[src/rtl/mixpix_phase_seq.sv]
`default_nettype none
// ============================================================================
//  Module      : mixpix_phase_seq
//  Description : Frame phase sequencer for a mixed-signal pixel. Steps the
//                analog switches through reset / integrate / sample phases
//                with one-cycle break-before-make gaps. It then runs a
//                ramp-style conversion counter that is stopped by a
//                synchronised comparator, and shifts the result out MSB first.
//  Revision    : 1.0  - initial release
// ============================================================================
module mixpix_phase_seq #(
    parameter int RST_CYC = 4,
    parameter int CNT_W   = 12
) (
    input  logic             clk_i,
    input  logic             rst_ni,
    input  logic             start_i,
    input  logic [15:0]      t_int_i,
    input  logic [7:0]       t_sh_i,
    input  logic             cmp_i,
    output logic             sh_rst_o,
    output logic             sw1_o,
    output logic             sw2_o,
    output logic             sh_o,
    output logic             sh_cmp_o,
    output logic             counter_rst_o,
    output logic             busy_o,
    output logic             done_o,
    output logic             data_o,
    output logic             data_vld_o,
    output logic [CNT_W-1:0] count_o,
    output logic             ovf_o
);

    typedef enum logic [3:0] {
        S_IDLE    = 4'd0,
        S_RST     = 4'd1,
        S_G1      = 4'd2,
        S_INTEG   = 4'd3,
        S_G2      = 4'd4,
        S_SAMPLE  = 4'd5,
        S_G3      = 4'd6,
        S_CONVERT = 4'd7,
        S_SHIFT   = 4'd8,
        S_DONE    = 4'd9
    } state_t;

    state_t             state;
    state_t             nxt;
    logic [15:0]        tmr;
    logic [15:0]        load_val;
    logic [15:0]        t_int_q;
    logic [7:0]         t_sh_q;
    logic               cmp_meta;
    logic               cmp_s;
    logic [CNT_W-1:0]   conv_cnt;
    logic [CNT_W-1:0]   shreg;
    logic               cnt_max;
    logic               accept;
    logic               conv_exit;
    logic               conv_entry;

    assign cnt_max    = (conv_cnt == {CNT_W{1'b1}});
    assign accept     = (state == S_IDLE) && start_i;
    assign conv_exit  = (state == S_CONVERT) && (nxt == S_SHIFT);
    assign conv_entry = (state != S_CONVERT) && (nxt == S_CONVERT);

    // Next-state decode and phase-timer reload value for the state being entered.
    always_comb begin
        nxt      = state;
        load_val = 16'd0;
        case (state)
            S_IDLE:    if (start_i)           nxt = S_RST;
            S_RST:     if (tmr == 16'd0)      nxt = S_G1;
            S_G1:                             nxt = S_INTEG;
            S_INTEG:   if (tmr == 16'd0)      nxt = S_G2;
            S_G2:                             nxt = S_SAMPLE;
            S_SAMPLE:  if (tmr == 16'd0)      nxt = S_G3;
            S_G3:                             nxt = S_CONVERT;
            S_CONVERT: if (cmp_s || cnt_max)  nxt = S_SHIFT;
            S_SHIFT:   if (tmr == 16'd0)      nxt = S_DONE;
            S_DONE:                           nxt = S_IDLE;
            default:                          nxt = S_IDLE;
        endcase
        case (nxt)
            S_RST:    load_val = 16'(RST_CYC - 1);
            S_INTEG:  load_val = t_int_q - 16'd1;
            S_SAMPLE: load_val = {8'd0, t_sh_q} - 16'd1;
            S_SHIFT:  load_val = 16'(CNT_W - 1);
            default:  load_val = 16'd0;
        endcase
    end

    // Two-flop synchroniser for the asynchronous comparator.
    always_ff @(posedge clk_i or negedge rst_ni) begin
        if (!rst_ni) begin
            cmp_meta <= 1'b0;
            cmp_s    <= 1'b0;
        end else begin
            cmp_meta <= cmp_i;
            cmp_s    <= cmp_meta;
        end
    end

    // State register, phase timer and registered phase controls decoded from the next state.
    always_ff @(posedge clk_i or negedge rst_ni) begin
        if (!rst_ni) begin
            state         <= S_IDLE;
            tmr           <= 16'd0;
            sh_rst_o      <= 1'b0;
            sw1_o         <= 1'b0;
            sw2_o         <= 1'b0;
            sh_o          <= 1'b0;
            sh_cmp_o      <= 1'b0;
            counter_rst_o <= 1'b0;
            busy_o        <= 1'b0;
            done_o        <= 1'b0;
            data_vld_o    <= 1'b0;
        end else begin
            state <= nxt;
            if (nxt != state) begin
                tmr <= load_val;
            end else if (tmr != 16'd0) begin
                tmr <= tmr - 16'd1;
            end
            sh_rst_o      <= (nxt == S_RST);
            sw1_o         <= (nxt == S_INTEG);
            sw2_o         <= (nxt == S_SAMPLE);
            sh_o          <= (nxt == S_SAMPLE);
            sh_cmp_o      <= (nxt == S_CONVERT);
            counter_rst_o <= conv_entry;
            busy_o        <= (nxt != S_IDLE);
            done_o        <= (nxt == S_DONE);
            data_vld_o    <= (nxt == S_SHIFT);
        end
    end

    // Frame parameters are captured on start; a zero length is stretched to one cycle.
    always_ff @(posedge clk_i or negedge rst_ni) begin
        if (!rst_ni) begin
            t_int_q <= 16'd1;
            t_sh_q  <= 8'd1;
        end else if (accept) begin
            t_int_q <= (t_int_i == 16'd0) ? 16'd1 : t_int_i;
            t_sh_q  <= (t_sh_i == 8'd0) ? 8'd1 : t_sh_i;
        end
    end

    // Conversion counter: cleared on entry, counts while the comparator is low, saturates.
    always_ff @(posedge clk_i or negedge rst_ni) begin
        if (!rst_ni) begin
            conv_cnt <= '0;
            count_o  <= '0;
            ovf_o    <= 1'b0;
        end else begin
            if (conv_entry) begin
                conv_cnt <= '0;
            end else if ((state == S_CONVERT) && !cmp_s && !cnt_max) begin
                conv_cnt <= conv_cnt + 1'b1;
            end
            if (conv_exit) begin
                count_o <= conv_cnt;
            end
            if (accept) begin
                ovf_o <= 1'b0;
            end else if ((state == S_CONVERT) && !cmp_s && cnt_max) begin
                ovf_o <= 1'b1;
            end
        end
    end

    // Serialiser: first bit is taken straight from the counter on the conversion exit edge.
    always_ff @(posedge clk_i or negedge rst_ni) begin
        if (!rst_ni) begin
            shreg  <= '0;
            data_o <= 1'b0;
        end else if (conv_exit) begin
            data_o <= conv_cnt[CNT_W-1];
            shreg  <= {conv_cnt[CNT_W-2:0], 1'b0};
        end else if (nxt == S_SHIFT) begin
            data_o <= shreg[CNT_W-1];
            shreg  <= {shreg[CNT_W-2:0], 1'b0};
        end else begin
            data_o <= 1'b0;
        end
    end

endmodule
`default_nettype wire

[config.mk]
export PLATFORM = sky130hd
export DESIGN_NAME = mixpix_phase_seq
export DESIGN_NICKNAME = d
export VERILOG_FILES = /design/src/rtl/mixpix_phase_seq.sv
export SDC_FILE = /design/constraint.sdc
export NUM_CORES = 1
export LEC_CHECK = 0
export ABC_AREA = 1
export ABC_CLOCK_PERIOD_IN_PS = 2200
export CORE_ASPECT_RATIO = 1.2
export CORE_MARGIN = 2
export CORE_UTILIZATION = 52
export DETAILED_ROUTE_END_ITERATION = 10
export HOLD_SLACK_MARGIN = 0.1
export PLACE_DENSITY = 0.77
export SLEW_MARGIN = 25
export SYNTH_ARGS = -nofsm -noshare
export SYNTH_HDL_FRONTEND = slang
export SYNTH_SLANG_ARGS = --single-unit
[constraint.sdc]
create_clock -name clk_i -period 2.2 [get_ports clk_i]
set_clock_uncertainty 0.2 [all_clocks]
set_input_delay 0.22 -clock clk_i [delete_from_list [all_inputs] [get_ports clk_i]]
set_output_delay 0.22 -clock clk_i [all_outputs]
set_load 0.01 [all_outputs]
# Word level (Yosys, flattened, before mapping)
# Cells that the tools add are included.
classes:
  add_sub_neg: 4
  eq_ne: 17
  muxes: 20
  reduce_logical: 19
op_table:
  columns: ["op", "n"]
  rows:
  - ["16-bit case mux with 4 select lines", 1]
  - ["12-bit two-way mux", 4]
  - ["16-bit two-way mux", 3]
  - ["4-bit case mux with 9 select lines", 1]
  - ["16-bit logical NOT", 2]
  - ["16-bit by 1-bit subtractor with 16-bit output (second input constant)", 2]
  - ["4-bit by 3-bit equality test with 1-bit output (second input constant)", 6]
  - ["4-bit two-way mux", 6]
  - ["16-bit nonzero test", 1]
  - ["12-bit by 1-bit adder with 12-bit output (second input constant)", 1]
  - ["12-bit equality test (second input constant)", 1]
  - ["4-bit by 2-bit equality test with 1-bit output (second input constant)", 3]
  - ["4-bit equality test (second input constant)", 3]
  - ["8-bit by 1-bit subtractor with 9-bit output (second input constant)", 1]
  - ["4-bit by 1-bit equality test with 1-bit output (second input constant)", 2]
  - ["8-bit logical NOT", 1]
  - ["8-bit two-way mux", 1]
  - ["2-bit nonzero test", 4]
  - ["1-bit logical AND", 6]
  - ["4-bit logical NOT", 1]
  - ["1-bit two-way mux", 4]
  - ["4-bit by 3-bit inequality test with 1-bit output (second input constant)", 1]
  - ["4-bit inequality test", 1]
  - ["4-bit nonzero test", 1]
  - ["2 further kinds", 3]
word_totals:
  regBits: 92
  input_bits: 28
  output_inout_bits: 23
  elab_cells: 79

# Longest topological paths before layout
# Gate-level depths: netlist of the first run.
logic_depth:
  word_depth: 7
  depth_mapped: 15
  ltp_nobuf: 15

# Least setup slack after synthesis of the first run
# No wires, ideal clock.
synth_timing:
  path_type: "register to register"
  from: "reg tmr[0]"
  to: "reg tmr[13]"
  setup_ps: 124
  arrival_time_ps: 1845
  t_required_ps: 1876
  path_slack_ps: 31
  path_stages_with_launch: 15
  n_path_buf: 1
  period_less_slack_ps: 2169
  path_cell_list: "dfrtp_1 > inv_1 > ha_1 > nand2_2 > nor2_2 > nand2_1 > nand2_2 > nand2_1 > nor2_4 > nand2_1 > nand2_1 > buf_2 > a21oi_1 > o21ai_0 > a21oi_2"
synth_via:
  elab_chain_cells: 6
  word_cells_on_any_way: 17
  cone_classes: "add/sub (1); eq/ne (5); mux (8); reduce/logical (3)"
synth_rtl:
  columns: ["element", "line_no", "text"]
  rows:
  - ["start, declared", "50", "logic [15:0] tmr;"]
  - ["start signal, assigned", "122", "tmr <= load_val;"]
  - ["start signal, assigned", "124", "tmr <= tmr - 16'd1;"]
  - ["16-bit logical NOT", null, null]
  - ["4-bit two-way mux (on tied branches)", null, null]
  - ["4-bit case mux with 9 select lines", "72", "case (state)"]
  - ["4-bit equality test, or another cell as far along", "85", "case (nxt)"]
  - ["16-bit case mux with 4 select lines", "85", null]
  - ["16-bit two-way mux", "121", "if (nxt != state) begin"]
# Parallel ways exist; a longest one is shown, timed or not. The select of a mux whose other input is x is not followed.
# A chain may end at the register's enable or synchronous reset.

# Worst setup path in the final report of the first run
layout_timing:
  from: "reg state[1]"
  to: "reg tmr[11]"
layout_via:
  elab_chain_cells: 5
  word_cells_on_any_way: 24
  cone_classes: "eq/ne (13); mux (9); reduce/logical (2)"
layout_rtl:
  columns: ["element", "line_no", "text"]
  rows:
  - ["start, declared", "48", "state_t state;"]
  - ["start signal, assigned", "120", "state <= nxt;"]
  - ["4-bit equality test, or another cell as far along", "72", null]
  - ["4-bit case mux with 9 select lines *", "72", null]
  - ["via nxt[0]", "49", "state_t nxt;"]
  - ["4-bit equality test, or another cell as far along", "85", null]
  - ["16-bit case mux with 4 select lines", "85", null]
  - ["16-bit two-way mux", "121", null]
# Mark *: on every way through the listed nets, which the timed path passes. The rest lies on a longest branch.

==> results.txt, run 1 <==
----------------------------------------------------
[Timing]
  Worst Tran Pin Value ... 0.506 ns
  Unrepaired setup endpoints after global routing ... true
  Fraction of the cycle the final worst path needs ... 102%
  Time the worst path needs with I/O delays and setup ... 2.24 ns
  Final-layout worst hold slack ... 0.159 ns
  Smallest setup slack after layout ... -0.0385 ns
  Slew Limit Fails ... 0
  Max Clock Freq ... 447 MHz
  Final setup viols ... 8
  Worst-case headroom to the max-slew limit ... 66.3%
  Final count of hold timing violations ... 0
  Total negative slack ... -0.119 ns

[Clock tree]
  Sinks on the clock net ... 91
  Number of buffers on the longest clock path ... 2
  # H-tree levels ... 3
  Latest clock arrival within the worst-skew pair ... 0.37 ns
  Number of buffers added by the clock tree synthesis step ... 9
  Clock input transition at the sequential cells of the worst setup and hold paths ... 0.09 ns
  Buffer type at the clock tree root ... sky130_fd_sc_hd__clkbuf_8
  CTS tree ... built

[Worst setup path]
  Arr. time, crit path ... 2.33 ns
  Crit path capture type ... flop
  Largest fanout of any net on the critical path ... 8
  Kind of critical path ... reg2reg
  End of the critical path ... tmr[11]
  Critical R2R Capture ... tmr[11]
  Reg2Reg Launch Point ... state[1]
  Worst reg-to-reg path cell count ... 13
  Beginning of the critical path ... state[1]
  Worst setup SP type ... flop
  Required time of the worst setup path ... 2.29 ns
  Reg2reg setup slack ... -0.04 ns

[Run status]
  Violated checks ... setup timing
  Outcome ... complete, but fails checks

[Logic synthesis]
  Flops & latches, synth ... 91
  Post-synth cell types ... 44
  Synthesized net count ... 648
  Synthesized netlist cell count ... 616
  Fraction of the yosys area taken by sequential cells ... 46.3%
  Avg Cell Area, Syn ... 7.99 µm²
  Cell area after synthesis ... 4920 µm²
  Yosys warning total ... 0

[Routing]
  DRT antenna net count ... 0
  Ratio of routed vias to standard cells ... 5.05
  Post-detailed-route DRC marker count ... 0
  Number of iterations in the first detailed-routing pass ... 4
  Average wire per standard cell ... 13.7 µm
  Drt total wl ... 11,800 µm
  Total number of vias ... 4,352
  Detailed Route Iter0 Violations ... 176

[GRT]
  First-pass GRT wire length ... 18,800 µm
  GRT Overall Usage ... 22.8%
  Via count of the first global-routing pass ... 4,212
  Largest net degree at the start of global routing ... 40
  Number of antenna violations at the first check in global routing ... 0
  Grt total ovfl ... 0

[Floorplanning]
  Number of rows in the core area ... 38
  Starting density of the core ... 53.9%
  Die Ht ... 111 µm
  Die area ... 10,300 µm²
  Core Footprint ... 9130 µm²
  I/O pin count ... 51
  Width of the die ... 92.8 µm

[Finish]
  Most common library cell in the layout ignoring fill and taps ... sky130_fd_sc_hd__nand2_1
  Number of filler instances in the final layout ... 717
  Layout net count ... 768
  Seq. cell area ... 2280 µm²
  Fraction of the core area covered by cells at the end of the flow ... 71.4%
  Top library cells by usage in the layout, fill and taps aside ... 178 x sky130_fd_sc_hd__nand2_1, 85 x sky130_fd_sc_hd__dfrtp_1, 65 x sky130_fd_sc_hd__inv_1
  Layout area overhead ... 32.3%
  Ratio of cells with drive above 1 in the final layout ... 26.6%
  ANT cells ... 0
  Area taken by multi-input logic gates ... 2510 µm²

[Place]
  Detailed Place HPWL ... 8030 µm
  Post-Place Setup Slack ... -0.0593 ns
  Count of buffers inserted at the top-level ports ... 50
  Gp weighted congestion ... 0.887

[Pwr]
  Power density over the cells ... 434 nW/µm²
  Max rail drop VDD ... 0.273 mV
  Leakage ... 0.00316 µW

[Flow run]
  Max-Cap Viols ... 0

[Hold path]
  Min-delay worst type ... in2async

----------------------------------------------------
[flip-flops by register name, indices dropped and copies added (netlist names)]
signal,flops
t_int_q,16
tmr,16
conv_cnt,12
count_o,12
shreg,11
t_sh_q,8
state,4
busy_o,1
cmp_meta,1
cmp_s,1
counter_rst_o,1
data_o,1
data_vld_o,1
done_o,1
ovf_o,1
sh_cmp_o,1
sh_o,1
sh_rst_o,1
sw1_o,1
[per-stage QoR]
stage,total power (µW),instances,instance area [µm²]
after floorplan,1710,616,4920
after global placement,1800,817,5850
after detailed placement,1800,817,5850
after CTS,2850,838,6110
after global routing,2930,861,6520
final,2820,861,6520
[logic make-up (layout without fill, tap and decap cells)]
logic type               count (synthesis)  after routing  share of synthesized area [%]
adder cells (fa/ha/maj)                  4              4                           1.02
AND/OR/NAND/NOR                        338            339                           32.5
AO/OA/AOI/OAI                           71             71                           8.71
flip-flops                              91             91                           46.3
XOR/XNOR                                21             21                           3.73
buffers and inverters                   91            215                           7.70
[synthesized netlist by cell type (all sizes together)]
cell type / instances / share of area, %
buf: 7 / 1.2
xnor2: 5 / 0.89
ha: 4 / 1.0
dfrtp: 89 / 45
or2: 2 / 0.25
and3: 1 / 0.13
nand3: 29 / 4.0
clkinv: 3 / 0.25
xor2: 16 / 2.8
dfstp: 2 / 1.1
a31oi: 1 / 0.13
clkbuf: 6 / 0.46
nor4: 7 / 0.89
o21ai: 32 / 3.3
nor3: 14 / 1.5
o211ai: 8 / 1.2
nor2: 69 / 7.3
inv: 75 / 5.8
a22oi: 1 / 0.15
o21a: 1 / 0.15
o41ai: 1 / 0.18
nand2: 207 / 17
a21oi: 26 / 3.5
nand3b: 1 / 0.15
a211oi: 1 / 0.15
nand4: 8 / 1.6
[worst min-delay path by stage]
stage / to / cells after the start
6_report: conv_cnt[6] / 2
3_3_place_gp: conv_cnt[6] / 1
3_5_place_dp: conv_cnt[6] / 1
4_1_cts: cmp_s / 0
5_1_grt: cmp_s / 0
2_1_floorplan: busy_o / 0
[report_power, final]
part           leakage [µW]  switching, µW  total, µW  internal [µW]
clock             0.0000884            584       1050            469
combinational       0.00199           46.6       97.2           50.6
sequential          0.00109           1.35       1670           1670
[cell type report]
type	count	area share, %
inverters	78	4.84
repair buffers	120	16.4
clock buffers	12	2.38
clock inverters	4	0.384
well taps	120	2.30
multi-input cells	435	38.5
flip-flops and latches	91	35.1
repair inverters	1	0.115
[metal layers]
metal	share of wire (%)	track usage [%]	vias to the layer above
met1	40	27.6	2013
met4	3.6	12.1	0
met5	0	0	-
met3	3.2	2.80	30
met2	53	39.0	118
li1	-	-	2191
[critical path, stage by stage (launching register included)]
cell                      delay [ns]
sky130_fd_sc_hd__dfrtp_2        0.47
sky130_fd_sc_hd__nand2_1        0.11
sky130_fd_sc_hd__inv_2          0.11
sky130_fd_sc_hd__nand2_4        0.10
sky130_fd_sc_hd__nor2_4         0.11
sky130_fd_sc_hd__nand2_4        0.09
sky130_fd_sc_hd__buf_4          0.17
sky130_fd_sc_hd__nand4_4        0.15
sky130_fd_sc_hd__nand2_4        0.08
sky130_fd_sc_hd__nor2_8         0.14
sky130_fd_sc_hd__nand3_4        0.15
sky130_fd_sc_hd__nand2_1        0.10
sky130_fd_sc_hd__nand2_1        0.08
sky130_fd_sc_hd__a21oi_2        0.11
[timing repair]
| action | 4_1_cts | 5_1_grt |
|---|---|---|
| hold buffers | 2 | 0 |
| endpoints found under the hold margin | 90 | 0 |
| buffers inserted | 2 | 21 |
| setup endpoints to repair | 18 | 30 |
| gates cloned | 1 | 2 |
| gates resized for setup | 10 | 72 |
| pin swaps | 7 | 24 |
Note: power is estimated with default switching activity, not from simulation.
==> run 2: changes to the inputs <==
Settings changed: CORE_ASPECT_RATIO 1.2 to default, HOLD_SLACK_MARGIN 0.1 to default.
==> results.txt, run 2 (synthesis gave the netlist of run 1 again) <==
----------------------------------------------------
[Finish]
  ANT cells ... 0
  Top library cells by usage in the layout, fill and taps aside ... 183 x sky130_fd_sc_hd__nand2_1, 85 x sky130_fd_sc_hd__dfrtp_1, 64 x sky130_fd_sc_hd__inv_1
  Non-filler instance count after layout ... 836
  Layout area overhead ... 29.5%
  Top Registers ... t_int_q: 16 flops, tmr: 16 flops
  Layout net count ... 752
  Most common library cell in the layout ignoring fill and taps ... sky130_fd_sc_hd__nand2_1
  Number of filler instances in the final layout ... 705
  Ratio of cells with drive above 1 in the final layout ... 23.7%
  Area of all placed cells without fillers ... 6380 µm²

[Pwr]
  Power Total ... 3060 µW
  Net switching power ... 687 µW
  Leakage ... 0.00311 µW
  Share of total power in sequential cells ... 54.8%
  Power density over the cells ... 480 nW/µm²
  Max rail drop VDD ... 0.329 mV
  Cell Int Power ... 2370 µW
  Switching power share of the total ... 22.5%
  Clock group share of total power ... 42.1%
  Logic gate share of total power ... 3.1%

[Routing]
  Detailed Route Iter0 Violations ... 221
  Number of iterations in the first detailed-routing pass ... 6
  DRT antenna net count ... 0
  Post-detailed-route DRC marker count ... 0
  Ratio of routed vias to standard cells ... 5.16
  Total number of vias ... 4,315
  Average wire per standard cell ... 14.0 µm
  Drt total wl ... 11,700 µm

[Timing]
  Slew Limit Fails ... 0
  Final count of hold timing violations ... 0
  Worst Tran Pin Value ... 0.428 ns
  Smallest setup slack after layout ... -0.0273 ns
  Final setup viols ... 1
  Unrepaired setup endpoints after global routing ... true
  Time the worst path needs with I/O delays and setup ... 2.23 ns
  Total negative slack ... -0.0273 ns
  Fraction of the cycle the final worst path needs ... 101%
  Worst-case headroom to the max-slew limit ... 71.2%
  Final-layout worst hold slack ... 0.0158 ns
  Max Clock Freq ... 449 MHz

[Floorplanning]
  Number of rows in the core area ... 35
  Die area ... 10,300 µm²
  Starting density of the core ... 53.6%
  Core Footprint ... 9200 µm²
  Die Ht ... 101 µm
  Width of the die ... 101 µm
  I/O pin count ... 51

[GRT]
  First-pass GRT wire length ... 19,300 µm
  Number of antenna violations at the first check in global routing ... 0
  Grt total ovfl ... 0
  GRT Overall Usage ... 23.7%
  Via count of the first global-routing pass ... 4,153
  Largest net degree at the start of global routing ... 55

[Clock tree]
  Clock input transition at the sequential cells of the worst setup and hold paths ... 0.10 ns
  CTS tree ... built
  Latest clock arrival within the worst-skew pair ... 0.37 ns
  Number of buffers on the longest clock path ... 2
  Number of buffers added by the clock tree synthesis step ... 9
  Sinks on the clock net ... 91
  Buffer type at the clock tree root ... sky130_fd_sc_hd__clkbuf_8
  # H-tree levels ... 3

[Worst setup path]
  Kind of critical path ... reg2reg
  Required time of the worst setup path ... 2.29 ns
  Reg2reg setup slack ... -0.03 ns
  Most frequent cell on the critical path ... sky130_fd_sc_hd__nand2_2
  Cell-by-cell trace of the critical path ... ha_2 > nand2_2 > nor2_2 > nand3_2 > nand2_4 > buf_6 > inv_6 > nor2_8 > nand2_4 > nor2_8 > nand3_4 > nand2_2 > nand2_2 > a21oi_2
  Reg2Reg Launch Point ... conv_cnt[0]
  Worst setup SP type ... flop
  Critical R2R Capture ... tmr[8]
  Cell with the largest stage delay on the worst path ... sky130_fd_sc_hd__dfrtp_1
  Arr. time, crit path ... 2.32 ns
  Largest fanout of any net on the critical path ... 8
  Crit path capture type ... flop
  Worst reg-to-reg path cell count ... 14
  Maximum cell stage delay along the critical path ... 0.38 ns

[Place]
  Instance area at placement ... 5790 µm²
  Gp weighted congestion ... 0.869
  Detailed Place HPWL ... 8340 µm
  Total placed cells including tap cells ... 801
  Count of buffers inserted at the top-level ports ... 50

[Hold path]
  Min-delay worst type ... in2async

[Flow run]
  Max-Cap Viols ... 0

[Run status]
  Violated checks ... setup timing
  Outcome ... complete, but fails checks

----------------------------------------------------
==> run 2: cell types whose count changed in the layout (fill, tap and decap cells not counted), sizes merged <==
cell         change
buf             -14
clkbuf           -3
bufinv           +2
inv              +3
clkinv           -1
dlygate4sd3      -1
clkinvlp         -2
==> run 2: how the worst max path moves through the flow <==
stage                      from       to  slack [ns]  cells past startpoint
global route             tmr[8]   tmr[8]       -0.15                     13
detailed placement       tmr[0]   tmr[1]       -0.07                     14
floorplan                tmr[0]  tmr[13]        0.03                     14
finish              conv_cnt[0]   tmr[8]       -0.03                     14
CTS                      tmr[7]   tmr[8]       0.002                     13
global placement       state[0]  tmr[13]       -0.02                     12
==> run 2: worst max-delay path, delay by kind of cell, from the launching register on <==
family	cells	cell delay, ns
buffers and inverters	2	0.17
adder cells (fa/ha/maj)	1	0.20
AND/OR/NAND/NOR	10	1.06
flip-flops	1	0.38
AO/OA/AOI/OAI	1	0.15
==> run 2: area by class of cell <==
class                   count  area (µm²)  share of cell area (%)
multi-input cells         435        2450                    38.5
flip-flops and latches     91        2280                    35.8
repair buffers            105         971                    15.2
inverters                  78         305                    4.79
well taps                 111         139                    2.18
clock buffers               9         124                    1.94
clock inverters             7        98.8                    1.55
==> run 2: repair_timing <==
action | in CTS | in global routing
gates resized for setup | 12 | 50
endpoints found under the hold margin | 89 | 0
hold buffers | 1 | 0
setup buffers | 2 | 15
pin swaps | 13 | 25
cloned | 1 | 0
setup endpoints to repair | 16 | 40
==> run 2: power by group through the flow <==
stage	clock network, µW	registers, µW	logic, µW
global route	1370	1680	107
global placement	0	1710	95.2
floorplan	0	1710	4.54
detailed placement	0	1710	97.8
CTS	1290	1670	99.6
finish	1290	1670	95.9
==> run 2: stage by stage <==
stage | worst slack (ns) | util (%)
floorplan | 0.0309 | -
global placement | -0.0210 | 63.0
detailed placement | -0.0701 | 63.0
CTS | 0.00215 | 66.4
global route | -0.151 | 69.3
finish | -0.0273 | 69.3
==> run 2: per-layer routing <==
layer,share of wire (%),GRT usage (%)
met1,47,34.3
met2,46,36.6
met3,4.3,3.73
met4,2.1,8.11
met5,0,0
